===== src/rtl/riscv_pkg.sv =====
// Shared core-wide constants and the fetch buffer entry layout.
package riscv_pkg;

    localparam int XLEN    = 32;
    localparam int INSTR_W = 32;

    localparam logic [XLEN-1:0]    PC_STEP   = 32'd4;
    localparam logic [INSTR_W-1:0] NOP_INSTR = 32'h0000_0013;

    typedef struct packed {
        logic [XLEN-1:0]    pc;
        logic [INSTR_W-1:0] instr;
    } fetch_entry_t;

    function automatic logic [XLEN-1:0] align_pc(input logic [XLEN-1:0] pc);
        return {pc[XLEN-1:2], 2'b00};
    endfunction

endpackage


===== src/rtl/fifo_sync.sv =====
// Single-clock in-order FIFO with flush; power-of-two depth so pointers wrap naturally.
module fifo_sync #(
    parameter  int WIDTH = 64,
    parameter  int DEPTH = 4,
    localparam int AW    = $clog2(DEPTH),
    localparam int CW    = $clog2(DEPTH + 1)
) (
    input  logic             clk,
    input  logic             rst_n,
    input  logic             push,
    input  logic             pop,
    input  logic             flush,
    input  logic [WIDTH-1:0] wr_data,
    output logic [WIDTH-1:0] rd_data,
    output logic [CW-1:0]    count,
    output logic             empty,
    output logic             full
);

    logic [DEPTH-1:0][WIDTH-1:0] mem;
    logic [AW-1:0]               wr_ptr;
    logic [AW-1:0]               rd_ptr;
    logic                        do_push;
    logic                        do_pop;

    assign empty   = (count == '0);
    assign full    = (count == CW'(DEPTH));
    assign do_pop  = pop && !empty;
    assign do_push = push && (!full || do_pop);
    assign rd_data = mem[rd_ptr];

    // Storage is cleared on reset so the head reads as zero before any push.
    always_ff @(posedge clk or negedge rst_n) begin
        if (!rst_n) begin
            mem    <= '0;
            wr_ptr <= '0;
            rd_ptr <= '0;
            count  <= '0;
        end else if (flush) begin
            wr_ptr <= '0;
            rd_ptr <= '0;
            count  <= '0;
        end else begin
            if (do_push) begin
                mem[wr_ptr] <= wr_data;
                wr_ptr      <= wr_ptr + 1'b1;
            end
            if (do_pop) begin
                rd_ptr <= rd_ptr + 1'b1;
            end
            count <= count + CW'(do_push) - CW'(do_pop);
        end
    end

endmodule


===== src/rtl/instr_fetch_unit.sv =====
// Fetch stage: credit-limited word fetches, in-order response buffer, redirect flush/drop.
module instr_fetch_unit
    import riscv_pkg::*;
#(
    parameter int              DEPTH    = 4,
    parameter logic [XLEN-1:0] RESET_PC = 32'h0000_0000
) (
    input  logic               clk,
    input  logic               areset,
    output logic               mem_req_valid,
    input  logic               mem_req_ready,
    output logic [XLEN-1:0]    mem_req_addr,
    input  logic               mem_rsp_valid,
    input  logic [INSTR_W-1:0] mem_rsp_data,
    input  logic               redirect_valid,
    input  logic [XLEN-1:0]    redirect_pc,
    output logic               instr_valid,
    input  logic               instr_ready,
    output logic [INSTR_W-1:0] instr,
    output logic [XLEN-1:0]    instr_pc
);

    localparam int CW = $clog2(DEPTH + 1);

    logic [XLEN-1:0] fetch_pc;
    logic [XLEN-1:0] rsp_pc;
    logic [XLEN-1:0] target;
    logic [CW-1:0]   outstanding;
    logic [CW-1:0]   outstanding_next;
    logic [CW-1:0]   drop;
    logic [CW-1:0]   fifo_count;
    logic [CW:0]     credit_used;
    logic            fifo_empty;
    logic            fifo_full;
    logic            accept;
    logic            rsp_ok;
    logic            keep;
    logic            pop;
    fetch_entry_t    wr_entry;
    fetch_entry_t    head;

    // Buffered plus in-flight words never exceed DEPTH, so a kept response always fits.
    assign credit_used   = {1'b0, fifo_count} + {1'b0, outstanding};
    assign mem_req_valid = areset && (credit_used < (CW+1)'(DEPTH));
    assign mem_req_addr  = fetch_pc;
    assign accept        = mem_req_valid && mem_req_ready;

    // A response with nothing outstanding is stray and must not touch state.
    assign rsp_ok           = mem_rsp_valid && (outstanding != '0);
    assign keep             = rsp_ok && (drop == '0) && !redirect_valid;
    assign outstanding_next = outstanding + CW'(accept) - CW'(rsp_ok);
    assign target           = align_pc(redirect_pc);

    assign instr_valid = !fifo_empty;
    assign pop         = instr_valid && instr_ready;
    assign instr       = fifo_empty ? '0 : head.instr;
    assign instr_pc    = fifo_empty ? '0 : head.pc;

    assign wr_entry.pc    = rsp_pc;
    assign wr_entry.instr = mem_rsp_data;

    always_ff @(posedge clk or negedge areset) begin
        if (!areset) begin
            fetch_pc    <= RESET_PC;
            rsp_pc      <= RESET_PC;
            outstanding <= '0;
            drop        <= '0;
        end else begin
            outstanding <= outstanding_next;
            if (redirect_valid) begin
                // Every unanswered request, including one accepted this cycle, is stale.
                fetch_pc <= target;
                rsp_pc   <= target;
                drop     <= outstanding_next;
            end else begin
                if (accept) fetch_pc <= fetch_pc + PC_STEP;
                if (keep)   rsp_pc   <= rsp_pc + PC_STEP;
                if (rsp_ok && (drop != '0)) drop <= drop - 1'b1;
            end
        end
    end

    fifo_sync #(
        .WIDTH($bits(fetch_entry_t)),
        .DEPTH(DEPTH)
    ) u_buf (
        .clk    (clk),
        .rst_n  (areset),
        .push   (keep),
        .pop    (pop),
        .flush  (redirect_valid),
        .wr_data(wr_entry),
        .rd_data(head),
        .count  (fifo_count),
        .empty  (fifo_empty),
        .full   (fifo_full)
    );

    no_overflow: assert property (@(posedge clk) disable iff (!areset)
        !(keep && fifo_full && !pop));

endmodule


===== config.mk =====
export PLATFORM = sky130hd
export DESIGN_NAME = instr_fetch_unit
export DESIGN_NICKNAME = d
export VERILOG_FILES = /design/src/rtl/riscv_pkg.sv /design/src/rtl/fifo_sync.sv /design/src/rtl/instr_fetch_unit.sv
export SDC_FILE = /design/constraint.sdc
export NUM_CORES = 1
export LEC_CHECK = 0
export CAP_MARGIN = 20
export CORE_MARGIN = 2
export CORE_UTILIZATION = 45
export CTS_BUF_LIST = sky130_fd_sc_hd__clkbuf_8
export CTS_CLUSTER_DIAMETER = 200
export DETAILED_ROUTE_END_ITERATION = 8
export PLACE_DENSITY_LB_ADDON = 0.15
export SYNTH_ARGS = -nofsm -noshare
export SYNTH_HDL_FRONTEND = slang
export SYNTH_SLANG_ARGS = --single-unit

===== constraint.sdc =====
create_clock -name clk -period 3.5 [get_ports clk]
set_input_delay 0.7 -clock clk [delete_from_list [all_inputs] [get_ports clk]]
set_output_delay 0.7 -clock clk [all_outputs]
set_load 0.01 [all_outputs]

* Word-level counts from Yosys, hierarchy flattened
Index checks and enable logic that the tools add are counted.
** Storage, ports and cells
- Register bits after elaboration :: 333
- Logic and storage cells :: 69
** Operators by class
- Add/sub/neg operators :: 10
- Magnitude comparators :: 4
- Eq/ne operators :: 1
- Mux-type cells :: 18
- Bitwise logic cells :: 1
- Reductions and logical operators :: 24
** Operator list (count)
- 256-bit bitwise mux :: 1
- 32-bit two-way mux :: 6
- 64-bit binary-select mux with 2-bit select :: 1
- 64-bit demux with 2-bit select :: 1
- 64-bit two-way mux :: 2
- 32-bit by 3-bit adder with 32-bit output (second input constant) :: 2
- 1-bit logical AND :: 10
- 2-bit nonzero test :: 5
- 3-bit two-way mux :: 3
- 2-bit two-way mux :: 4
- 3-bit by 1-bit adder with 3-bit output :: 2
- 3-bit zero test :: 2
- 2-bit by 3-bit < comparator with 1-bit output (second input constant) :: 2
- 3-bit nonzero test :: 2
- 3-bit by 1-bit subtractor with 3-bit output :: 2
- 2-bit by 1-bit adder with 2-bit output (second input constant) :: 2
- 3-bit by 3-bit adder with 4-bit output :: 1
- 4-bit by 3-bit < comparator with 1-bit output (second input constant) :: 1
- 3-bit == test (second input constant) :: 1
- 1-bit zero test :: 3
- 3-bit by 1-bit subtractor with 3-bit output (second input constant) :: 1
- 2-bit by 1-bit >= comparator with 1-bit output (second input constant) :: 1
- 2-bit AND reduction :: 1
- 1-bit logical OR :: 1
- 1-bit inverter :: 1

* Logic depth before layout (Yosys ltp)
Gate-level depths: netlist of run 1.
- Word-level depth :: 9
- Mapped depth :: 11
- Depth with buffers taken out :: 11

* By module
A second synthesis of run 1 with hierarchy kept.
** Unflattened totals
- Cell total of the unflattened synthesis :: 1205
- Area total of the unflattened synthesis :: 17264.1 µm²
** By module, submodules not included
- fifo_sync :: instances 1, cells an instance 663, area an instance 12528.3 µm²
- instr_fetch_unit :: instances 1, cells an instance 542, area an instance 4735.8 µm²

* Least setup slack after synthesis of run 1
OpenSTA, ideal clock, no wires.
- Path kind :: register -> register
- Start :: register outstanding[2]
- End :: register drop[2]
- Arrival :: 2.696 ns
- Data required time :: 3.417 ns
- Path slack :: 0.721 ns
- Stages on the path, launching flop included :: 12
- Period minus slack after synthesis :: 2.779 ns
- Cell sequence :: dfrtp_1 > ha_1 > nor4b_1 > nand3_1 > ha_1 > inv_1 > ha_1 > fa_1 > xnor2_1 > xnor2_1 > nand2_1 > o21ai_0
** Between the ends
- Longest elaborated chain between the ends :: 7
** Ends and longest elaborated chain
- from (decl) :: line instr_fetch_unit.sv:28 : logic [CW-1:0] outstanding;
- from (signal assigned) :: line instr_fetch_unit.sv:69 : outstanding <= outstanding_next;
- 3-bit by 3-bit adder with 4-bit output :: line instr_fetch_unit.sv:43 : assign credit_used = {1'b0, fifo_count} + {1'b0, outstanding};
- 4-bit by 3-bit < comparator with 1-bit output :: line instr_fetch_unit.sv:44 : assign mem_req_valid = areset && (credit_used < (CW+1)'(DEPTH));
- 1-bit logical AND :: line instr_fetch_unit.sv:44
- 1-bit logical AND :: line instr_fetch_unit.sv:46 : assign accept = mem_req_valid && mem_req_ready;
- 3-bit by 1-bit adder with 3-bit output :: line instr_fetch_unit.sv:51 : assign outstanding_next = outstanding + CW'(accept) - CW'(rsp_ok);
- 3-bit by 1-bit subtractor with 3-bit output * :: line instr_fetch_unit.sv:51
- named net outstanding_next[2] :: line instr_fetch_unit.sv:29 : logic [CW-1:0] outstanding_next;
- 3-bit two-way mux * :: line instr_fetch_unit.sv:70 : if (redirect_valid) begin
- to (signal assigned) :: line instr_fetch_unit.sv:74 : drop <= outstanding_next;
- to (signal assigned) :: line instr_fetch_unit.sv:78 : if (rsp_ok && (drop != '0)) drop <= drop - 1'b1;
- to (decl) :: line instr_fetch_unit.sv:30 : logic [CW-1:0] drop;
The timed path passes the listed nets; every way through them passes the cells marked *.
A chain may end at the register's enable or synchronous reset.

* Worst setup path in the final report of run 1
- Start :: register u_buf.rd_ptr[0]
- End :: output instr_pc[17]
** Between the ends
- Longest elaborated chain between the ends :: 3
** Ends and longest elaborated chain
- from (decl) :: line fifo_sync.sv:22 : logic [AW-1:0] rd_ptr;
- from (signal assigned) :: line fifo_sync.sv:49 : rd_ptr <= rd_ptr + 1'b1;
- 64-bit binary-select mux with 2-bit select :: line fifo_sync.sv:30 : assign rd_data = mem[rd_ptr];
- 64-bit two-way mux (not written as such) :: line fifo_sync.sv:30
- 32-bit two-way mux :: line instr_fetch_unit.sv:57 : assign instr_pc = fifo_empty ? '0 : head.pc;
- to (decl) :: line instr_fetch_unit.sv:20 : output logic [XLEN-1:0] instr_pc
Every way passes these cells. The select of a mux whose other input is x is not followed.

==> results.json, run 1 <==
{
  "finalMaxSlewViolations": 0,
  "power_density_nw_per_um2": 676,
  "synth_flop_cell": "dfrtp_1",
  "viasPerCell": 5.67,
  "r2r_start": "outstanding[2]",
  "synth_seq_cells": 321,
  "finalSetupViolations": 0,
  "dr.pass1.iters": 4,
  "clk_path_buf_depth": 3,
  "n_antenna_cell": 0,
  "hp-class": "primary input to async pin",
  "slowest_stage": "mux4_2",
  "maxSlewHeadroom": 0.406,
  "cp-end-kind": "output port",
  "synthCells": 1184,
  "grt_pass1_wl_um": 58900,
  "worstMarginPinSlew_ps": 891,
  "p_leak_nw": 8.45,
  "htreeDepth": 2,
  "crit_path_start_kind": "register",
  "crit_chain": "buf_4 > mux4_2 > and2_1 > clkdlybuf4s50_1",
  "max_stage_delay_ps": 550,
  "synth.avg_cell_area_um2": 13.4,
  "rows": 68,
  "track_usage": 0.202,
  "synth_edf_count": 0,
  "fin_crit_sh": 0.940,
  "r2r_cells": 11,
  "area_growth_pct": 19.9,
  "die_y_um": 192,
  "start_util": 0.457,
  "overflow": 0,
  "worstPathArrival_ps": 2590,
  "dieArea_um2": 36700,
  "drive_above_1_share": 0.323,
  "status": "finished, final reports clean",
  "hold_violations": 0,
  "numCtsBuffers": 56,
  "ios": 168,
  "io_buffers": 161,
  "fillers": 2966,
  "tns_ps": 0,
  "grt_max_degree": 167,
  "ctsHoldBuffers": 0,
  "tritoncts": "built",
  "path_class": "register to output port",
  "syn_area_um2": 15800,
  "coreArea_um2": 34600,
  "totalWireLength_um": 36000,
  "postRouteAntennaNets": 0,
  "rsz0062_at_grt": "no",
  "clk_latency_ps": 570,
  "critPathMaxFanout": 14,
  "ys_seq_area_frac": 0.507,
  "grt_pass1_vias": 10879,
  "wl_per_cell_um": 19.6,
  "peakVddDrop_v": 0.000335,
  "drv_cap": 0,
  "gp_congestion": 0.809,
  "fin_skew_ps": 18.2,
  "max_freq_mhz": 304,
  "preCtsSetupSlack_ps": 321,
  "r2r_slack_ps": 420,
  "layout_min_cycle_time_ps": 3290,
  "cts_sinks": 321,
  "nNetsFinal": 1428,
  "drtIter0Drc": 517,
  "synth.distinct_cells": 59,
  "final-seq-area_um2": 8040,
  "antenna_found_initial": 0,
  "layout_setup_ws_ps": 211,
  "root_buffer": "clkbuf_8",
  "path_clk_slew_ps": 60,
  "die_w_um": 192,
  "yosys_warnings": 0,
  "synth-async-reset-ratio": 1.00,
  "hpwl_um": 22400,
  "drcViolationCount": 0,
  "timing.rr.end": "drop[2]",
  "worstPathRequired_ps": 2800,
  "via_count": 10417,
  "multiInputGateArea_um2": 7200
}
==> power by group <==
| part | leakage [nW] | switching (W) | total [W] | internal, W |
|---|---|---|---|---|
| combinational | 3.62 | 0.00173 | 0.00431 | 0.00258 |
| sequential | 4.18 | 0.000554 | 0.00507 | 0.00452 |
| clock | 0.661 | 0.00149 | 0.00344 | 0.00196 |
==> sequential cells by signal, summed over array words and instances (netlist names) <==
| register | cells |
|---|---|
| mem_req_addr | 30 |
| u_buf.mem | 248 |
| u_buf.wr_ptr | 2 |
| u_buf.rd_ptr | 2 |
| outstanding | 3 |
| u_buf.count | 3 |
| rsp_pc | 30 |
| drop | 3 |
==> cell families after synthesis <==
| kind of cell | share of synthesized area |
|---|---|
| muxes | 0.270 |
| buffers and inverters | 0.0397 |
| xor gates and xnor gates | 0.00995 |
| AOI/OAI and AO/OA | 0.0427 |
| adders and majority gates | 0.0136 |
| DFF | 0.507 |
| and+or+nand+nor | 0.117 |
| other | 0.000237 |
==> cells in the final DEF (no fill, tap or decap), types with 11 or more instances in the layout <==
master	count
dfrtp_1	319
mux2_2	253
clkdlybuf4s50_1	159
clkbuf_8	78
and2_1	66
mux4_2	62
nor2_1	45
inv_1	36
and4_1	29
nand2_1	26
nor3_1	25
nand4_1	21
nand3_1	19
a211oi_1	18
a21oi_1	16
buf_4	15
ha_1	14
and3_1	13
xnor2_1	12
nor2b_1	11
a31oi_1	11
buf_12	11
==> worst max-delay path by stage <==
| stage | to | slack [ps] | from |
|---|---|---|---|
| after global routing | instr_pc[17] | 70 | u_buf.rd_ptr[0] |
| after CTS | instr_pc[17] | 130 | u_buf.rd_ptr[0] |
| final | instr_pc[17] | 210 | u_buf.rd_ptr[0] |
| after floorplan | drop[2] | 720 | outstanding[2] |
| after detailed placement | drop[2] | 320 | areset |
| after global placement | drop[2] | 360 | areset |
==> synthesized netlist by cell type, types with 7 or more instances <==
| library cell | n | area share |
|---|---|---|
| inv_1 | 19 | 0.0045 |
| nand3_1 | 19 | 0.0060 |
| a31oi_1 | 11 | 0.0043 |
| and4_1 | 29 | 0.016 |
| clkbuf_1 | 42 | 0.010 |
| nor2b_1 | 11 | 0.0043 |
| and3_1 | 13 | 0.0051 |
| buf_2 | 11 | 0.0035 |
| nor3_1 | 25 | 0.0079 |
| dfrtp_1 | 321 | 0.51 |
| nand4_1 | 21 | 0.0083 |
| or4_1 | 7 | 0.0033 |
| and2_1 | 66 | 0.026 |
| buf_6 | 24 | 0.017 |
| nor2_1 | 45 | 0.011 |
| o31ai_1 | 9 | 0.0043 |
| a311oi_1 | 9 | 0.0050 |
| xnor2_1 | 12 | 0.0066 |
| mux4_2 | 62 | 0.088 |
| ha_1 | 14 | 0.011 |
| a21oi_1 | 16 | 0.0051 |
| nand2_1 | 26 | 0.0062 |
| nor4_1 | 11 | 0.0043 |
| o21ai_0 | 9 | 0.0028 |
| a211oi_1 | 18 | 0.0085 |
| mux2_2 | 253 | 0.18 |
==> final cells by class <==
type                            count  share of cell area
Clock buffer                       78              0.0565
Clock inverter                     21             0.00461
Inverter                           19             0.00376
Multi-Input combinational cell    756               0.379
Sequential cell                   321               0.423
Tap cell                          455              0.0300
Timing Repair Buffer              188               0.103
==> critical path, delay by kind of cell (launching register included) <==
| family | cells | cell delay [ps] |
|---|---|---|
| muxes | 1 | 550 |
| DFF | 1 | 470 |
| buffers and inverters | 2 | 830 |
| and+or+nand+nor | 1 | 170 |
==> metal layers <==
metal / track usage / vias up / share of wire
li1: - / 4731 / -
met1: 0.286 / 5386 / 0.47
met2: 0.326 / 241 / 0.47
met3: 0.0327 / 59 / 0.042
met4: 0.0536 / 0 / 0.021
met5: 0 / - / 0
==> per-stage QoR <==
stage	hold slack [ps]	power, W	instances	utilization	area, µm²
finish	129	0.0128	1838	0.548	19000
global route	96.9	0.0136	1838	0.548	19000
CTS	86.0	0.0130	1837	0.548	19000
detailed placement	488	0.00951	1738	0.515	17800
global placement	481	0.00940	1738	0.515	17800
floorplan	404	0.00774	1187	-	15900
==> timing repair <==
item                       in CTS  in global routing
setup endpoints to repair       1                  0
hold endpoints to repair        0                  0
buffers inserted                0                  0
gates resized for setup         1                  0
No activity file was read; power rests on OpenSTA's default activity.
==> run 2: changes to the inputs <==
--- a/config.mk
+++ b/config.mk
@@ -7,11 +7,12 @@
 export LEC_CHECK = 0
 export CAP_MARGIN = 20
 export CORE_MARGIN = 2
-export CORE_UTILIZATION = 45
+export CORE_UTILIZATION = 55
 export CTS_BUF_LIST = sky130_fd_sc_hd__clkbuf_8
 export CTS_CLUSTER_DIAMETER = 200
 export DETAILED_ROUTE_END_ITERATION = 8
-export PLACE_DENSITY_LB_ADDON = 0.15
+export PLACE_DENSITY = 0.84
 export SYNTH_ARGS = -nofsm -noshare
 export SYNTH_HDL_FRONTEND = slang
 export SYNTH_SLANG_ARGS = --single-unit
+export TNS_END_PERCENT = 50
==> run 2 against run 1 <==
Sequential power about the same. Setup slack got worse by 45 ps. First-iteration DRC count increased by 23%. Critical endpoint is now instr[20]. Sequential share of layout area increased by 0.37 points. Cell area decreased by 0.86%. Maximum frequency decreased by 1.3%.
==> results.json, run 2 (synthesis results as in run 1) <==
{
  "status": "finished, final reports clean",
  "area_growth_pct": 18.9,
  "postRouteAntennaNets": 0,
  "worstPathArrival_ps": 2630,
  "r2r_start": "outstanding[2]",
  "grt_pass1_vias": 11155,
  "via_count": 10514,
  "fillers": 2096,
  "path_class": "register to output port",
  "hpwl_um": 22400,
  "overflow": 0,
  "multiInputGateArea_um2": 7200,
  "cp-end-kind": "output port",
  "setup.worst_path.start": "u_buf.rd_ptr[0]",
  "gr-usage-met2": 0.386,
  "totalWireLength_um": 34800,
  "layout_min_cycle_time_ps": 3330,
  "peakVddDrop_v": 0.000306,
  "die_w_um": 174,
  "use_met1": 0.325,
  "tritoncts": "built",
  "preCtsSetupSlack_ps": 358,
  "htreeDepth": 2,
  "ios": 168,
  "viasPerCell": 5.96,
  "finalSetupViolations": 0,
  "path_clk_slew_ps": 60,
  "drcViolationCount": 0,
  "power_density_nw_per_um2": 674,
  "finalMaxSlewViolations": 0,
  "utilization": 0.659,
  "nNetsFinal": 1429,
  "dr.pass1.iters": 5,
  "layout_setup_ws_ps": 166,
  "start_util": 0.555,
  "met3_usage": 0.0436,
  "p_leak_nw": 8.44,
  "n_antenna_cell": 0,
  "cts_sinks": 321,
  "grt_max_degree": 179,
  "antenna_found_initial": 0,
  "dieArea_um2": 30200,
  "drtIter0Drc": 637,
  "die_y_um": 174,
  "track_usage": 0.235,
  "max_freq_mhz": 300,
  "rsz0062_at_grt": "no",
  "hp-class": "primary input to async pin",
  "grt_pass1_wl_um": 57700,
  "grt.busiest_layer": "met2",
  "ctsHoldBuffers": 0,
  "worstMarginPinSlew_ps": 902,
  "worstPathRequired_ps": 2800,
  "clk_latency_ps": 570,
  "wl_per_cell_um": 19.7,
  "fin_crit_sh": 0.952,
  "crit_path_start_kind": "register",
  "coreArea_um2": 28500,
  "largest_reg_flops": 248,
  "clk_path_buf_depth": 3,
  "numCtsBuffers": 51,
  "mostFrequentLayoutCells": "dfrtp_1 (319), mux2_2 (253), clkdlybuf4s50_1 (159)",
  "fin_skew_ps": 20.7,
  "final_common_cell": "dfrtp_1",
  "rows": 62,
  "top_register": "u_buf.mem",
  "final-seq-area_um2": 8040,
  "drive_above_1_share": 0.320,
  "io_buffers": 161,
  "maxSlewHeadroom": 0.399,
  "critPathMaxFanout": 26,
  "hold_violations": 0,
  "drv_cap": 0,
  "root_buffer": "clkbuf_8",
  "tns_ps": 0,
  "gp_congestion": 0.831
}
[run 2: final cells by class]
type                    instances  share of cell area
well taps                     384              0.0255
flip-flops and latches        321               0.427
clock buffers                  67              0.0490
multi-input cells             756               0.382
clock inverters                24             0.00631
repair buffers                194               0.106
inverters                      19             0.00379
[run 2: repair_timing]
action,CTS,global route
endpoints found under the setup margin,0,17
gates resized for setup,0,1
setup buffers,0,7
[run 2: through the flow]
stage | cells | hold slack (ps) | power (W) | instance area [µm²]
after floorplan | 1187 | 404 | 0.00774 | 15900
after detailed placement | 1667 | 488 | 0.00953 | 17700
after global routing | 1765 | 353 | 0.0134 | 18800
after CTS | 1758 | 329 | 0.0127 | 18800
final | 1765 | 290 | 0.0127 | 18800
after global placement | 1667 | 481 | 0.00932 | 17700
[run 2: where the power goes]
part / internal, W / switching [W]
sequential: 0.00452 / 0.000585
clock: 0.00177 / 0.00141
combinational: 0.00263 / 0.00177
total: 0.00892 / 0.00376
[run 2: path summary, 6_finish.rpt]
path	end	slack (ps)	cells after the start
worst min register to register	u_buf.mem[1]	500	1
worst min-delay path	drop[2]	290	2
min in group clk	u_buf.mem[1]	500	1
worst max register to register	drop[2]	390	11
worst max-delay path	instr[20]	170	4
max in group asynchronous	u_buf.mem[66]	1790	3
[run 2: layer usage]
metal / part of all wire / up-vias
li1: - / 4714
met4: 0.022 / 0
met1: 0.44 / 5376
met5: 0 / -
met3: 0.059 / 64
met2: 0.48 / 360
[run 2: critical path: stages (launching register included)]
cell,delay [ps]
dfrtp_4,550
buf_12,280
mux4_2,550
and2_1,190
clkdlybuf4s50_1,510
==> run 3: changes to the inputs <==
--- a/config.mk
+++ b/config.mk
@@ -7,11 +7,11 @@
 export LEC_CHECK = 0
 export CAP_MARGIN = 20
 export CORE_MARGIN = 2
-export CORE_UTILIZATION = 55
+export CORE_UTILIZATION = 59
 export CTS_BUF_LIST = sky130_fd_sc_hd__clkbuf_8
 export CTS_CLUSTER_DIAMETER = 200
 export DETAILED_ROUTE_END_ITERATION = 8
-export PLACE_DENSITY = 0.84
+export PLACE_DENSITY = 0.89
 export SYNTH_ARGS = -nofsm -noshare
 export SYNTH_HDL_FRONTEND = slang
 export SYNTH_SLANG_ARGS = --single-unit
==> run 3 against run 2 <==
Sequential share of layout area about the same. Setup slack worse by 43 ps. Via count up 1.8%. Die area down 6.6%. Sequential power up 1%. Flip-flop and latch count unchanged. Largest power group unchanged. Highest routed layer unchanged.
==> results.json, run 3 (synthesis results as in run 1) <==
{
  "critPathMaxFanout": 21,
  "clk_path_buf_depth": 3,
  "top_register": "u_buf.mem",
  "track_usage": 0.259,
  "n_antenna_cell": 0,
  "largest_reg_flops": 248,
  "intPower_w": 0.00892,
  "rsz0062_at_grt": "no",
  "area_growth_pct": 18.8,
  "worstPathRequired_ps": 2800,
  "ctsHoldBuffers": 0,
  "pwr-share-clk": 0.256,
  "dieArea_um2": 28200,
  "ios": 168,
  "postRouteAntennaNets": 0,
  "clk_latency_ps": 570,
  "fillers": 1741,
  "power_switching_w": 0.00383,
  "die_w_um": 168,
  "via_count": 10707,
  "cp.buffers_inverters": 2,
  "finalPower_w": 0.0128,
  "hold_violations": 0,
  "drive_above_1_share": 0.323,
  "grt_max_degree": 82,
  "crit_chain": "buf_12 > mux4_2 > and2_1 > clkdlybuf4s50_1",
  "use_met1": 0.363,
  "dr.pass1.iters": 5,
  "coreArea_um2": 26200,
  "maxSlewHeadroom": 0.386,
  "gp_congestion": 0.845,
  "final_common_cell": "dfrtp_1",
  "totalWireLength_um": 35700,
  "max_stage_delay_ps": 620,
  "nNetsFinal": 1430,
  "cts.repair.resized": 0,
  "fin_skew_ps": 29.1,
  "path_class": "register to output port",
  "numCtsBuffers": 53,
  "start_util": 0.604,
  "viasPerCell": 6.23,
  "fin_crit_sh": 0.965,
  "finalMaxSlewViolations": 0,
  "cp-end-kind": "output port",
  "grt_pass1_vias": 11309,
  "postCtsSetupBuffers": 0,
  "grt.busiest_layer": "met2",
  "rows": 59,
  "hpwl_um": 23000,
  "crit_path_start_kind": "register",
  "max_freq_mhz": 296,
  "cp_top_family": "buffers and inverters",
  "p_comb_frac": 0.340,
  "antenna_found_initial": 0,
  "placed_cell_area_um2": 17700,
  "power_frac_seq": 0.404,
  "path_clk_slew_ps": 60,
  "root_buffer": "clkbuf_8",
  "utilization": 0.718,
  "wl_per_cell_um": 20.8,
  "mostFrequentLayoutCells": "dfrtp_1 (319), mux2_2 (253), clkdlybuf4s50_1 (159)",
  "status": "finished, final reports clean",
  "layout_min_cycle_time_ps": 3380,
  "final_area_um2": 18800,
  "tritoncts": "built",
  "overflow": 0,
  "met3_usage": 0.0437,
  "io_buffers": 161,
  "power_density_nw_per_um2": 678,
  "hp-class": "primary input to async pin",
  "finalSetupViolations": 0,
  "die_y_um": 168,
  "grt_pass1_wl_um": 58800,
  "worstMarginPinSlew_ps": 914,
  "tns_ps": 0,
  "switching_share": 0.300,
  "p_leak_nw": 8.46,
  "peakVddDrop_v": 0.000367,
  "drtIter0Drc": 866,
  "drcViolationCount": 0,
  "gr-usage-met2": 0.425,
  "worstPathArrival_ps": 2680,
  "cts_sinks": 321,
  "htreeDepth": 2,
  "slowest_stage": "dfrtp_4",
  "drv_cap": 0
}
run 3: changes by cell type in the layout (fill, tap and decap cells not counted), sizes merged:
| cell | delta |
|---|---|
| clkinv | +6 |
| clkbuf | +1 |
| buf | -2 |
| inv | -1 |
run 3: worst paths after layout:
kind	startpoint	endpoint	slack [ps]	depth (start not counted)
setup / recovery	u_buf.rd_ptr[0]	instr_pc[17]	120	4
hold / removal	areset	u_buf.mem[227]	190	2
setup reg to reg	u_buf.count[2]	drop[2]	520	11
hold reg to reg	u_buf.mem[156]	u_buf.mem[156]	500	1
max in group asynchronous	areset	u_buf.rd_ptr[1]	1690	3
min in group clk	u_buf.mem[156]	u_buf.mem[156]	500	1
run 3: routing by layer:
layer,part of all wire,wire length (µm),vias up
li1,-,-,4730
met1,0.43,15500,5524
met2,0.48,17300,389
met3,0.061,2180,64
met4,0.023,816,0
met5,0,0,-
run 3: layout make-up:
cell class                      count  area [µm²]  share of cell area
Multi-Input combinational cell    756        7200               0.383
Tap cell                          335         419              0.0223
Clock inverter                     29         145             0.00771
Sequential cell                   321        8040               0.427
Clock buffer                       67         922              0.0490
Timing Repair Buffer              193        2020               0.107
Inverter                           19        71.3             0.00379
run 3: power groups by stage:
stage | combinational (W) | sequential (W) | clock, W
4_1_cts | 0.00435 | 0.00513 | 0.00332
6_report | 0.00434 | 0.00516 | 0.00326
3_3_place_gp | 0.00419 | 0.00510 | 0
2_1_floorplan | 0.00283 | 0.00491 | 0
3_5_place_dp | 0.00433 | 0.00518 | 0
5_1_grt | 0.00472 | 0.00526 | 0.00351
run 3: per-stage QoR:
stage	setup WS [ps]	instances	hold WS [ps]
6_report	123	1720	193
3_3_place_gp	484	1622	481
2_1_floorplan	721	1187	404
5_1_grt	11.8	1720	210
4_1_cts	14.8	1718	173
3_5_place_dp	403	1622	488
